`src/rtl/sha512block_ctrl_pkg.sv`:
```
// Shared types and constants for the sha512block address/control sequencer.
package sha512_ctrl_pkg;

    typedef enum logic [2:0] {
        StIdle,
        StCtxld,
        StRounds,
        StPost,
        StSave,
        StDone
    } state_e;

    typedef struct packed {
        logic       ctx_sel;
        logic       seq_sel;
        logic       load_iv;
        logic [1:0] slot_in;
        logic       save_en;
        logic [1:0] slot_out;
    } cfg_t;

    localparam int unsigned IV_BASE     = 24;
    localparam int unsigned SLOT_BASE   = 32;
    localparam int unsigned SEQ_STRIDE  = 64;
    localparam int unsigned CTX_STRIDE  = 128;
    localparam int unsigned NUM_ROUNDS  = 80;
    localparam int unsigned BLOCK_WORDS = 16;
    localparam int unsigned CTX_WORDS   = 8;
    localparam int unsigned WR_ROUNDS   = 64;

    // First word of a context save slot.
    function automatic logic [7:0] slot_addr(logic ctx, logic seq, logic [1:0] slot);
        logic [7:0] a;
        a = 8'(SLOT_BASE) + {3'b000, slot, 3'b000};
        if (ctx) a = a + 8'(CTX_STRIDE);
        if (seq) a = a + 8'(SEQ_STRIDE);
        return a;
    endfunction

endpackage

```
`src/rtl/sha512block_ctrl_if.sv`:
```
// Control/handshake bundle between the sequencer, input FIFO, sha512block and round engine.
interface sha512block_ctrl_if;
    logic       start;
    logic       ctx_sel;
    logic       seq_sel;
    logic       load_iv;
    logic [1:0] slot_in;
    logic       save_en;
    logic [1:0] slot_out;
    logic       blk_avail;
    logic       in_rd;
    logic       external_input_en;
    logic       ctx_save_en;
    logic       mem_wr_en;
    logic [7:0] wr_addr;
    logic [7:0] rd_addr0;
    logic [7:0] rd_addr1;
    logic       W16_R1_rst;
    logic       R0_rst;
    logic       Wt_rst;
    logic       ctx_load;
    logic       round_en;
    logic [6:0] round_num;
    logic       post_en;
    logic       save_ack;
    logic       busy;
    logic       done;

    modport master (
        input  start, ctx_sel, seq_sel, load_iv, slot_in, save_en, slot_out, blk_avail, save_ack,
        output in_rd, external_input_en, ctx_save_en, mem_wr_en, wr_addr, rd_addr0, rd_addr1,
               W16_R1_rst, R0_rst, Wt_rst, ctx_load, round_en, round_num, post_en, busy, done
    );

    modport slave (
        output start, ctx_sel, seq_sel, load_iv, slot_in, save_en, slot_out, blk_avail, save_ack,
        input  in_rd, external_input_en, ctx_save_en, mem_wr_en, wr_addr, rd_addr0, rd_addr1,
               W16_R1_rst, R0_rst, Wt_rst, ctx_load, round_en, round_num, post_en, busy, done
    );
endinterface

```
`src/rtl/sha512block_ctrl_delay.sv`:
```
// Resettable shift-register delay line aligning issue-time controls with the datapath.
module ctrl_delay #(
    parameter int unsigned W = 1,
    parameter int unsigned N = 1
) (
    input  logic         CLK,
    input  logic         rst_n,
    input  logic [W-1:0] d_i,
    output logic [W-1:0] q_o
);
    logic [W-1:0] pipe_q [N];

    always_ff @(posedge CLK or negedge rst_n) begin
        if (!rst_n) begin
            for (int unsigned i = 0; i < N; i++) pipe_q[i] <= '0;
        end else begin
            pipe_q[0] <= d_i;
            for (int unsigned i = 1; i < N; i++) pipe_q[i] <= pipe_q[i-1];
        end
    end

    assign q_o = pipe_q[N-1];
endmodule

```
`src/rtl/sha512block_ctrl.sv`:
```
// Sequences one 80-round SHA-512 block: context load, rounds, post-add reads and optional save.
module sha512block_ctrl
    import sha512_ctrl_pkg::*;
#(
    parameter int unsigned WR_LAT  = 4,
    parameter int unsigned RD_LAT  = 2,
    parameter int unsigned RST_LAT = 1
) (
    input logic               CLK,
    input logic               rst_n,
    sha512block_ctrl_if.master bus
);
    state_e     state_q, state_d;
    logic [6:0] cnt_q, cnt_d;
    cfg_t       cfg_q, cfg_d;

    logic [7:0] base, ctx_addr, save_addr;
    logic [3:0] t_m7, t_m15;
    logic       in_rounds, iss_wr, iss_rst, iss_ctxl, iss_post, save_beat;
    logic [7:0] iss_wra;
    logic [6:0] iss_num;
    logic       dl_wr, dl_ren;
    logic [7:0] dl_wra;
    logic [6:0] dl_num;
    logic       dl_ctxl, dl_post, dl_rst;

    always_ff @(posedge CLK or negedge rst_n) begin
        if (!rst_n) begin
            state_q <= StIdle;
            cnt_q   <= '0;
            cfg_q   <= '0;
        end else begin
            state_q <= state_d;
            cnt_q   <= cnt_d;
            cfg_q   <= cfg_d;
        end
    end

    always_comb begin
        state_d = state_q;
        cnt_d   = cnt_q;
        cfg_d   = cfg_q;
        unique case (state_q)
            StIdle: begin
                cnt_d = '0;
                if (bus.start && bus.blk_avail) begin
                    state_d = StCtxld;
                    cfg_d   = '{bus.ctx_sel, bus.seq_sel, bus.load_iv, bus.slot_in,
                                bus.save_en, bus.slot_out};
                end
            end
            StCtxld: begin
                cnt_d = cnt_q + 7'd1;
                if (cnt_q == 7'(CTX_WORDS - 1)) begin
                    state_d = StRounds;
                    cnt_d   = '0;
                end
            end
            StRounds: begin
                cnt_d = cnt_q + 7'd1;
                if (cnt_q == 7'(NUM_ROUNDS - 1)) begin
                    state_d = StPost;
                    cnt_d   = '0;
                end
            end
            // POST stays put until the last post_en has drained out of the read pipe.
            StPost: begin
                cnt_d = cnt_q + 7'd1;
                if (cnt_q == 7'(CTX_WORDS - 1 + RD_LAT)) begin
                    state_d = cfg_q.save_en ? StSave : StDone;
                    cnt_d   = '0;
                end
            end
            StSave: begin
                if (bus.save_ack) begin
                    cnt_d = cnt_q + 7'd1;
                    if (cnt_q == 7'(CTX_WORDS - 1)) begin
                        state_d = StDone;
                        cnt_d   = '0;
                    end
                end
            end
            StDone: state_d = StIdle;
            default: state_d = StIdle;
        endcase
    end

    always_comb begin
        base      = cfg_q.ctx_sel ? 8'(CTX_STRIDE) : 8'd0;
        ctx_addr  = (cfg_q.load_iv ? 8'(IV_BASE)
                                   : slot_addr(cfg_q.ctx_sel, cfg_q.seq_sel, cfg_q.slot_in))
                    + {5'd0, cnt_q[2:0]};
        save_addr = slot_addr(cfg_q.ctx_sel, cfg_q.seq_sel, cfg_q.slot_out) + {5'd0, cnt_q[2:0]};
        t_m7      = cnt_q[3:0] - 4'd7;
        t_m15     = cnt_q[3:0] - 4'd15;
        in_rounds = (state_q == StRounds);
        iss_wr    = in_rounds && (cnt_q < 7'(WR_ROUNDS));
        iss_wra   = iss_wr ? (base | {4'd0, cnt_q[3:0]}) : 8'd0;
        iss_num   = in_rounds ? cnt_q : 7'd0;
        iss_rst   = in_rounds && (cnt_q < 7'(BLOCK_WORDS));
        iss_ctxl  = (state_q == StCtxld);
        iss_post  = (state_q == StPost) && (cnt_q < 7'(CTX_WORDS));
        save_beat = (state_q == StSave) && bus.save_ack;
    end

    ctrl_delay #(.W(17), .N(WR_LAT)) u_wr_dly (
        .CLK   (CLK),
        .rst_n (rst_n),
        .d_i   ({iss_wr, iss_wra, in_rounds, iss_num}),
        .q_o   ({dl_wr, dl_wra, dl_ren, dl_num})
    );

    ctrl_delay #(.W(2), .N(RD_LAT)) u_rd_dly (
        .CLK   (CLK),
        .rst_n (rst_n),
        .d_i   ({iss_ctxl, iss_post}),
        .q_o   ({dl_ctxl, dl_post})
    );

    ctrl_delay #(.W(1), .N(RST_LAT)) u_rst_dly (
        .CLK   (CLK),
        .rst_n (rst_n),
        .d_i   (iss_rst),
        .q_o   (dl_rst)
    );

    assign bus.in_rd             = iss_rst;
    assign bus.external_input_en = iss_rst;
    assign bus.R0_rst            = dl_rst;
    assign bus.W16_R1_rst        = dl_rst;
    assign bus.rd_addr1          = iss_ctxl ? ctx_addr : in_rounds ? (base | {4'd0, t_m15}) : 8'd0;
    assign bus.rd_addr0          = (in_rounds && cnt_q >= 7'(BLOCK_WORDS)) ? (base | {4'd0, t_m7})
                                 : iss_post ? ctx_addr : 8'd0;
    assign bus.mem_wr_en         = dl_wr | save_beat;
    assign bus.wr_addr           = save_beat ? save_addr : dl_wra;
    assign bus.ctx_save_en       = (state_q == StSave);
    assign bus.ctx_load          = dl_ctxl;
    assign bus.post_en           = dl_post;
    assign bus.round_en          = dl_ren;
    assign bus.round_num         = dl_num;
    assign bus.Wt_rst            = !(in_rounds || dl_ren);
    assign bus.busy              = (state_q != StIdle);
    assign bus.done              = (state_q == StDone);
endmodule

```
`src/flat_wrapper.sv`:
```
// flat-port wrapper written by rule: the top's interface ports become plain ports
module sha512block_ctrl_flat import sha512_ctrl_pkg::*;
#(
    parameter int unsigned WR_LAT  = 4,
    parameter int unsigned RD_LAT  = 2,
    parameter int unsigned RST_LAT = 1
)
  (CLK, rst_n, bus_start, bus_ctx_sel, bus_seq_sel, bus_load_iv, bus_slot_in, bus_save_en, bus_slot_out, bus_blk_avail, bus_save_ack, bus_in_rd, bus_external_input_en, bus_ctx_save_en, bus_mem_wr_en, bus_wr_addr, bus_rd_addr0, bus_rd_addr1, bus_W16_R1_rst, bus_R0_rst, bus_Wt_rst, bus_ctx_load, bus_round_en, bus_round_num, bus_post_en, bus_busy, bus_done);
  sha512block_ctrl_if bus_i ();
  input logic CLK;
  input logic rst_n;
  input wire logic [$bits(bus_i.start)-1:0] bus_start;
  input wire logic [$bits(bus_i.ctx_sel)-1:0] bus_ctx_sel;
  input wire logic [$bits(bus_i.seq_sel)-1:0] bus_seq_sel;
  input wire logic [$bits(bus_i.load_iv)-1:0] bus_load_iv;
  input wire logic [$bits(bus_i.slot_in)-1:0] bus_slot_in;
  input wire logic [$bits(bus_i.save_en)-1:0] bus_save_en;
  input wire logic [$bits(bus_i.slot_out)-1:0] bus_slot_out;
  input wire logic [$bits(bus_i.blk_avail)-1:0] bus_blk_avail;
  input wire logic [$bits(bus_i.save_ack)-1:0] bus_save_ack;
  output wire logic [$bits(bus_i.in_rd)-1:0] bus_in_rd;
  output wire logic [$bits(bus_i.external_input_en)-1:0] bus_external_input_en;
  output wire logic [$bits(bus_i.ctx_save_en)-1:0] bus_ctx_save_en;
  output wire logic [$bits(bus_i.mem_wr_en)-1:0] bus_mem_wr_en;
  output wire logic [$bits(bus_i.wr_addr)-1:0] bus_wr_addr;
  output wire logic [$bits(bus_i.rd_addr0)-1:0] bus_rd_addr0;
  output wire logic [$bits(bus_i.rd_addr1)-1:0] bus_rd_addr1;
  output wire logic [$bits(bus_i.W16_R1_rst)-1:0] bus_W16_R1_rst;
  output wire logic [$bits(bus_i.R0_rst)-1:0] bus_R0_rst;
  output wire logic [$bits(bus_i.Wt_rst)-1:0] bus_Wt_rst;
  output wire logic [$bits(bus_i.ctx_load)-1:0] bus_ctx_load;
  output wire logic [$bits(bus_i.round_en)-1:0] bus_round_en;
  output wire logic [$bits(bus_i.round_num)-1:0] bus_round_num;
  output wire logic [$bits(bus_i.post_en)-1:0] bus_post_en;
  output wire logic [$bits(bus_i.busy)-1:0] bus_busy;
  output wire logic [$bits(bus_i.done)-1:0] bus_done;
  assign bus_i.start = bus_start;
  assign bus_i.ctx_sel = bus_ctx_sel;
  assign bus_i.seq_sel = bus_seq_sel;
  assign bus_i.load_iv = bus_load_iv;
  assign bus_i.slot_in = bus_slot_in;
  assign bus_i.save_en = bus_save_en;
  assign bus_i.slot_out = bus_slot_out;
  assign bus_i.blk_avail = bus_blk_avail;
  assign bus_i.save_ack = bus_save_ack;
  assign bus_in_rd = bus_i.in_rd;
  assign bus_external_input_en = bus_i.external_input_en;
  assign bus_ctx_save_en = bus_i.ctx_save_en;
  assign bus_mem_wr_en = bus_i.mem_wr_en;
  assign bus_wr_addr = bus_i.wr_addr;
  assign bus_rd_addr0 = bus_i.rd_addr0;
  assign bus_rd_addr1 = bus_i.rd_addr1;
  assign bus_W16_R1_rst = bus_i.W16_R1_rst;
  assign bus_R0_rst = bus_i.R0_rst;
  assign bus_Wt_rst = bus_i.Wt_rst;
  assign bus_ctx_load = bus_i.ctx_load;
  assign bus_round_en = bus_i.round_en;
  assign bus_round_num = bus_i.round_num;
  assign bus_post_en = bus_i.post_en;
  assign bus_busy = bus_i.busy;
  assign bus_done = bus_i.done;
  sha512block_ctrl #(.WR_LAT(WR_LAT), .RD_LAT(RD_LAT), .RST_LAT(RST_LAT)) u_core (.CLK(CLK), .rst_n(rst_n), .bus(bus_i));
endmodule
```
`config.mk`:
```
export PLATFORM = sky130hd
export DESIGN_NAME = sha512block_ctrl_flat
export DESIGN_NICKNAME = d
export VERILOG_FILES = /design/src/rtl/sha512block_ctrl_pkg.sv /design/src/rtl/sha512block_ctrl_if.sv /design/src/rtl/sha512block_ctrl_delay.sv /design/src/rtl/sha512block_ctrl.sv /design/src/flat_wrapper.sv
export SDC_FILE = /design/constraint.sdc
export NUM_CORES = 1
export LEC_CHECK = 0
export ABC_CLOCK_PERIOD_IN_PS = 1900
export CORE_MARGIN = 2
export CORE_UTILIZATION = 53
export CTS_BUF_LIST = sky130_fd_sc_hd__clkbuf_8
export DETAILED_ROUTE_END_ITERATION = 8
export DONT_BUFFER_PORTS = 1
export GPL_ROUTABILITY_DRIVEN = 1
export GPL_TIMING_DRIVEN = 0
export PLACE_DENSITY = 0.71
export SLEW_MARGIN = 20
export SYNTH_ARGS = -nofsm -noshare
export SYNTH_HDL_FRONTEND = slang
export SYNTH_SLANG_ARGS = --single-unit
export TNS_END_PERCENT = 30
```
`constraint.sdc`:
```
create_clock -name CLK -period 1.9 [get_ports CLK]
set_input_delay 0.285 -clock CLK [delete_from_list [all_inputs] [get_ports CLK]]
set_output_delay 0.285 -clock CLK [all_outputs]
set_load 0.01 [all_outputs]
```
==> results of run 1 <==
[critical path, cell delays in order, from the launching register on]
cell and delay, ns:
dfrtp_1 0.38, buf_6 0.13, nor3_4 0.18, nand2_1 0.06, or3_4 0.40, nor2_4 0.15, o21a_1 0.20
[placed cells by master, fill, tap and decap left out, drive strengths merged, types with 3 or more instances in the layout]
master and n:
nand2b 6, and2 12, nand2 17, or3 3
clkbuf 12, dfrtp 79, nor2 18, buf 42
ha 3, mux2 15, and3 4, nor3 6
nor2b 3, o21ai 13, clkinvlp 3, xnor2 3
inv 9, a22o 4
[area by class of cell]
| type | count | share of cell area |
|---|---|---|
| Timing Repair Buffer | 26 | 0.0563 |
| Tap cell | 72 | 0.0236 |
| Clock inverter | 7 | 0.0268 |
| Clock buffer | 9 | 0.0324 |
| Buffer | 19 | 0.0481 |
| Sequential cell | 79 | 0.518 |
| Multi-Input combinational cell | 126 | 0.285 |
| Inverter | 7 | 0.00950 |
[power by group]
group	leakage [uW]	switching (uW)	total (uW)	internal, uW
logic	0.000667	764	1430	666
registers	0.00107	184	2080	1900
clock network	0.000104	628	1380	752
[kinds of logic after synthesis]
family	after synthesis
flops	79
fa+ha+maj	3
mux	15
xor+xnor	3
buf+inv	27
compound gates	27
simple gates	78
[routing by layer]
layer,global-route usage,routed length (um)
met4,0.112,237
met2,0.310,2980
met3,0.0477,322
met5,0,0
met1,0.269,2530
[flip-flops by register name, indices dropped and copies added (netlist names)]
register / count
u_core.cnt_q: 7
u_core.u_rst_dly.q_o: 1
u_core.u_rd_dly.q_o: 2
u_core.u_wr_dly.q_o: 14
u_core.u_rd_dly.pipe_q: 2
u_core.state_q: 3
u_core.cfg_q: 8
u_core.u_wr_dly.pipe_q: 42
[worst paths after layout]
kind	start	to	slack (ns)	cells past startpoint
setup / recovery	u_core.cnt_q[4]	bus_rd_addr0[7]	-0.23	6
hold / removal	rst_n	u_core.cfg_q[3]	-0.38	0
setup reg to reg	u_core.cnt_q[4]	u_core.state_q[0]	-0.14	7
hold reg to reg	u_core.u_wr_dly.pipe_q[59]	u_core.u_wr_dly.pipe_q[42]	0.35	0
max in group asynchronous	rst_n	u_core.cnt_q[1]	2.17	0
min in group CLK	bus_save_en	u_core.cfg_q[2]	0.07	1
[through the flow]
stage                     cells  setup TNS [ns]  setup slack [ns]
final                       345           -2.49            -0.229
after global routing        345           -4.17            -0.319
after CTS                   331           -2.73            -0.294
after detailed placement    304           -2.78            -0.254
after global placement      304           -2.71            -0.253
after floorplan             232         -0.0302           -0.0159
[what timing repair did]
action                     4_1_cts  5_1_grt
resized for setup               68       19
hold endpoints to repair        79       79
setup buffers                   12       15
setup endpoints to repair       32       38
pin swaps                       13        6
==> results.md, run 1 <==
- Req. time, crit path: 1.62 ns
- Xor/xnor cell area share of the yosys netlist: 0.00882
- Clock buffer depth: 2
- Routed WL: 6070 um
- Multi-input logic area: 0.00109 sq mm
- Layout area overhead: 28.2%
- Syn avg cell area: 12.8 sq um
- Total gr overflow: 0
- Top-area cell type share of the netlist area: 0.663
- Worst clock skew: 0.0129 ns
- Row cnt: 27
- Post-Synth Simple-Gate Area: 0.141
- Cell Area, Placed: 0.00309 sq mm
- Filler Cell Count: 354
- Failing checks: hold timing, setup timing
- Pwr per Cell Area: 1280 mW/mm^2
- Total power: 4900 uW
- Root buffer cell: clkbuf_8
- Worst Setup Slack, final: -0.229 ns
- Sink Count: 79
- Final worst path period share: 1.12
- Synthesized flop and latch total: 79
- 1st-pass router iterations: 4
- Slew Limit Fails: 0
- Share of layout cells above drive strength 1: 0.447
- Total GRT Usage: 0.203
- Fin util: 0.698
- Final setup violation count: 23
- Iter 0 DRT Violations: 129
- ANT cells: 0
- Area of the mapped netlist: 0.00298 sq mm
- Crit path DAT: 1.84 ns
- First-pass GRT wire length: 9200 um
- Async S/R FF share, synth: 1.00
- Hold violation count in the final report: 79
- Avg WL per Cell: 17.6 um
- Min Hold Slack: -0.383 ns
- Max cap viols: 0
- Synth area leader: dfrtp_1
- Die ar.: 0.00624 sq mm
- Die Y: 79.0 um
- Mapped Cells: 232
- Worst-path clk slew: 0.09 ns
- Detail Placement HPWL: 3240 um
- Slew headroom: 0.699
- Vias per std cell: 5.40
- Startpoint types: register
- Largest family of logic cells by synthesized area: simple AND/OR/NAND/NOR gates
- Clk Latency, worst-skew pair: 0.35 ns
- Area contributors post-synth: dfrtp_1 66%, mux2_2 5.3%, buf_4 2.8%, and2_1 2.5%, o21ai_0 2.2%
- DRC viols: 0
- Compound-Gate Fraction of Synth Area: 0.0642
- Die width: 79.0 um
- Vias in the first global route: 1742
- Adder-cell share of the synthesized area: 0.0126
- Status: finished, violations left
- Final RePlAce weighted congestion: 0.793
- Nets: 284
- Fin area: 0.00382 sq mm
- Via Count: 1864
- Initial antenna violation count: 0
- Post-route ant nets: 0
- Peak VDD IR: 0.913 mV
- Synth Net Count: 248
- Worst-path fanout max: 7
- RSZ-0062 raised after global routing: yes
- CP Capture Type: primary output
- Core area: 0.00547 sq mm
- Reg area: 0.00198 sq mm
- Initial Utilization: 0.545
- Hold WC Path Type: primary input to async pin
- Count of cell types in the netlist: 41
- Yosys warns: 0
- Clock tree from TritonCTS: built
- Largest net degree at the start of global routing: 80
- H-tree depth: 3
- Tightest Pin Transition: 0.451 ns
- I/O Pins: 56
- CTS Buf Count: 9
- Quantity of I/O buffers inserted on ports: 0
- Most instantiated library cell after synthesis: dfrtp_1
- Register area share after synthesis: 0.663
- F_max: 470 MHz
- Synth Flop Type: dfrtp_1
- Kind of critical path: register to primary output
- Synth cell count leaders: 79 x dfrtp_1, 17 x nand2_1, 16 x nor2_1
- Final min period: 2.13 ns
- Post-synthesis mux area share: 0.0579
- Static leakage: 0.00184 uW
- Post-synth EDFFs: 0
Power figures use the tool's default switching activity.
==> inputs of run 2 (changes only) <==
- CORE_UTILIZATION: 53 -> 24
- PLACE_DENSITY: 0.71 -> unset
==> run 2 against run 1 <==
Compared with the run above: the flow still finishes with violations (hold timing, setup timing); first-iteration DRC count is 0.78% higher; die area is 110% higher; hold slack better by 0.00093 ns; clock power is 16% lower; combinational power hardly changed; sequential share of layout area is 0.88 points lower; register-to-register slack worse by 0.07 ns; critical path depth stayed put; cell area is 1.7% higher; non-clock buffer count is 1 higher.
==> results.md, run 2 (synthesized netlist as in run 1, its figures left out) <==
- Status: finished, violations left
- Largest net degree at the start of global routing: 80
- CP Capture Type: primary output
- Row cnt: 40
- F_max: 466 MHz
- Hold WC Path Type: primary input to async pin
- Most frequent cells in the layout: 76 x dfrtp_1, 34 x buf_4, 15 x nand2_1, 11 x nor2_1
- Tightest Pin Transition: 0.397 ns
- Pwr per Cell Area: 1200 mW/mm^2
- Layout area overhead: 30.4%
- Max cap viols: 0
- Initial antenna violation count: 0
- H-tree depth: 3
- CP Launch Point: u_core.cnt_q[4]
- Die width: 115 um
- 1st-pass router iterations: 4
- ANT cells: 0
- Iter 0 DRT Violations: 130
- Routed WL: 6640 um
- Slew headroom: 0.734
- Core area: 0.0121 sq mm
- Filler Cell Count: 1194
- Peak VDD IR: 0.888 mV
- Worst Setup Slack, final: -0.247 ns
- Max reg flops: 42
- I/O Pins: 56
- Share of layout cells above drive strength 1: 0.445
- Vias in the first global route: 1866
- Total GRT Usage: 0.106
- Crit path DAT: 1.86 ns
- Pre-CTS setup slack: -0.394 ns
- Dpl cells: 400
- Total gr overflow: 0
- Most common cell after layout, fill and taps aside: dfrtp_1
- Root buffer cell: clkbuf_8
- Detail Placement HPWL: 4040 um
- Req. time, crit path: 1.62 ns
- Failing checks: hold timing, setup timing
- Kind of critical path: register to primary output
- Hold violation count in the final report: 79
- Final worst path period share: 1.13
- Die ar.: 0.0133 sq mm
- RR Startpoint: u_core.cnt_q[4]
- Via Count: 1857
- Post-route ant nets: 0
- Final non-filler cell total: 442
- CTS Buf Count: 9
- Worst clock skew: 0.00579 ns
- Clock buffer depth: 2
- Largest Register: u_core.u_wr_dly.pipe_q
- RSZ-0062 raised after global routing: yes
- Min Hold Slack: -0.382 ns
- Clock tree from TritonCTS: built
- Final RePlAce weighted congestion: 0.810
- Avg WL per Cell: 15.0 um
- Final min period: 2.15 ns
- Worst-path fanout max: 6
- Final setup violation count: 29
- Vias per std cell: 4.20
- Fin util: 0.322
- Total power: 4660 uW
- Slew Limit Fails: 0
- Nets: 285
- Clk Latency, worst-skew pair: 0.35 ns
- Static leakage: 0.00182 uW
- First-pass GRT wire length: 10300 um
- Die Y: 115 um
- Sink Count: 79
- Initial Utilization: 0.247
- Worst-path clk slew: 0.09 ns
- Quantity of I/O buffers inserted on ports: 0
- Startpoint types: register
- DRC viols: 0
run 2: timing repair:
action,in CTS,in global routing
setup buffers,14,12
cloned,0,2
pin swaps,9,15
endpoints found under the setup margin,33,41
hold endpoints to repair,79,79
gates resized for setup,55,28
run 2: power by group:
| part | leakage [uW] | switching, uW | internal [uW] |
|---|---|---|---|
| clock | 0.0000899 | 656 | 500 |
| combinational | 0.000659 | 753 | 670 |
| sequential | 0.00107 | 185 | 1900 |
run 2: layer usage:
metal / track usage / routed length, um / up-vias
li1: - / - / 839
met1: 0.134 / 2790 / 945
met2: 0.163 / 3250 / 61
met3: 0.0387 / 482 / 12
met4: 0.0442 / 119 / 0
met5: 0 / 0 / -
run 2: worst paths after layout:
| check | end | slack (ns) | depth (start not counted) |
|---|---|---|---|
| worst max-delay path | bus_rd_addr0[7] | -0.25 | 6 |
| worst min-delay path | u_core.u_wr_dly.pipe_q[18] | -0.38 | 0 |
| worst max register to register | u_core.state_q[0] | -0.21 | 7 |
| worst min register to register | u_core.u_wr_dly.pipe_q[50] | 0.35 | 0 |
| max in group asynchronous | u_core.cnt_q[5] | 2.18 | 0 |
| min in group CLK | u_core.cfg_q[2] | 0.08 | 1 |
run 2: layout make-up:
cell class                 count  area (sq um)  share of cell area
sequential                    79          1980               0.509
buffer                        18           180              0.0463
clock buffer                   9           124              0.0319
multi-input combinational    126          1080               0.277
tap                          168           210              0.0541
timing repair buffer          28           219              0.0563
clock inverter                 7          63.8              0.0164
inverter                       7          31.3             0.00805
run 2: stage by stage:
| stage | area (sq um) | setup TNS (ns) |
|---|---|---|
| after floorplan | 3000 | -0.0302 |
| after global placement | 3210 | -4.16 |
| after detailed placement | 3210 | -4.55 |
| after CTS | 3680 | -4.72 |
| after global routing | 3890 | -5.66 |
| final | 3890 | -3.19 |
run 2: critical path: stages (launching register included):
cell and delay (ns):
dfrtp_1 0.38, buf_6 0.13, nor3_4 0.18, nand2_1 0.08, or3_4 0.39, nor2_4 0.16, o21a_1 0.20
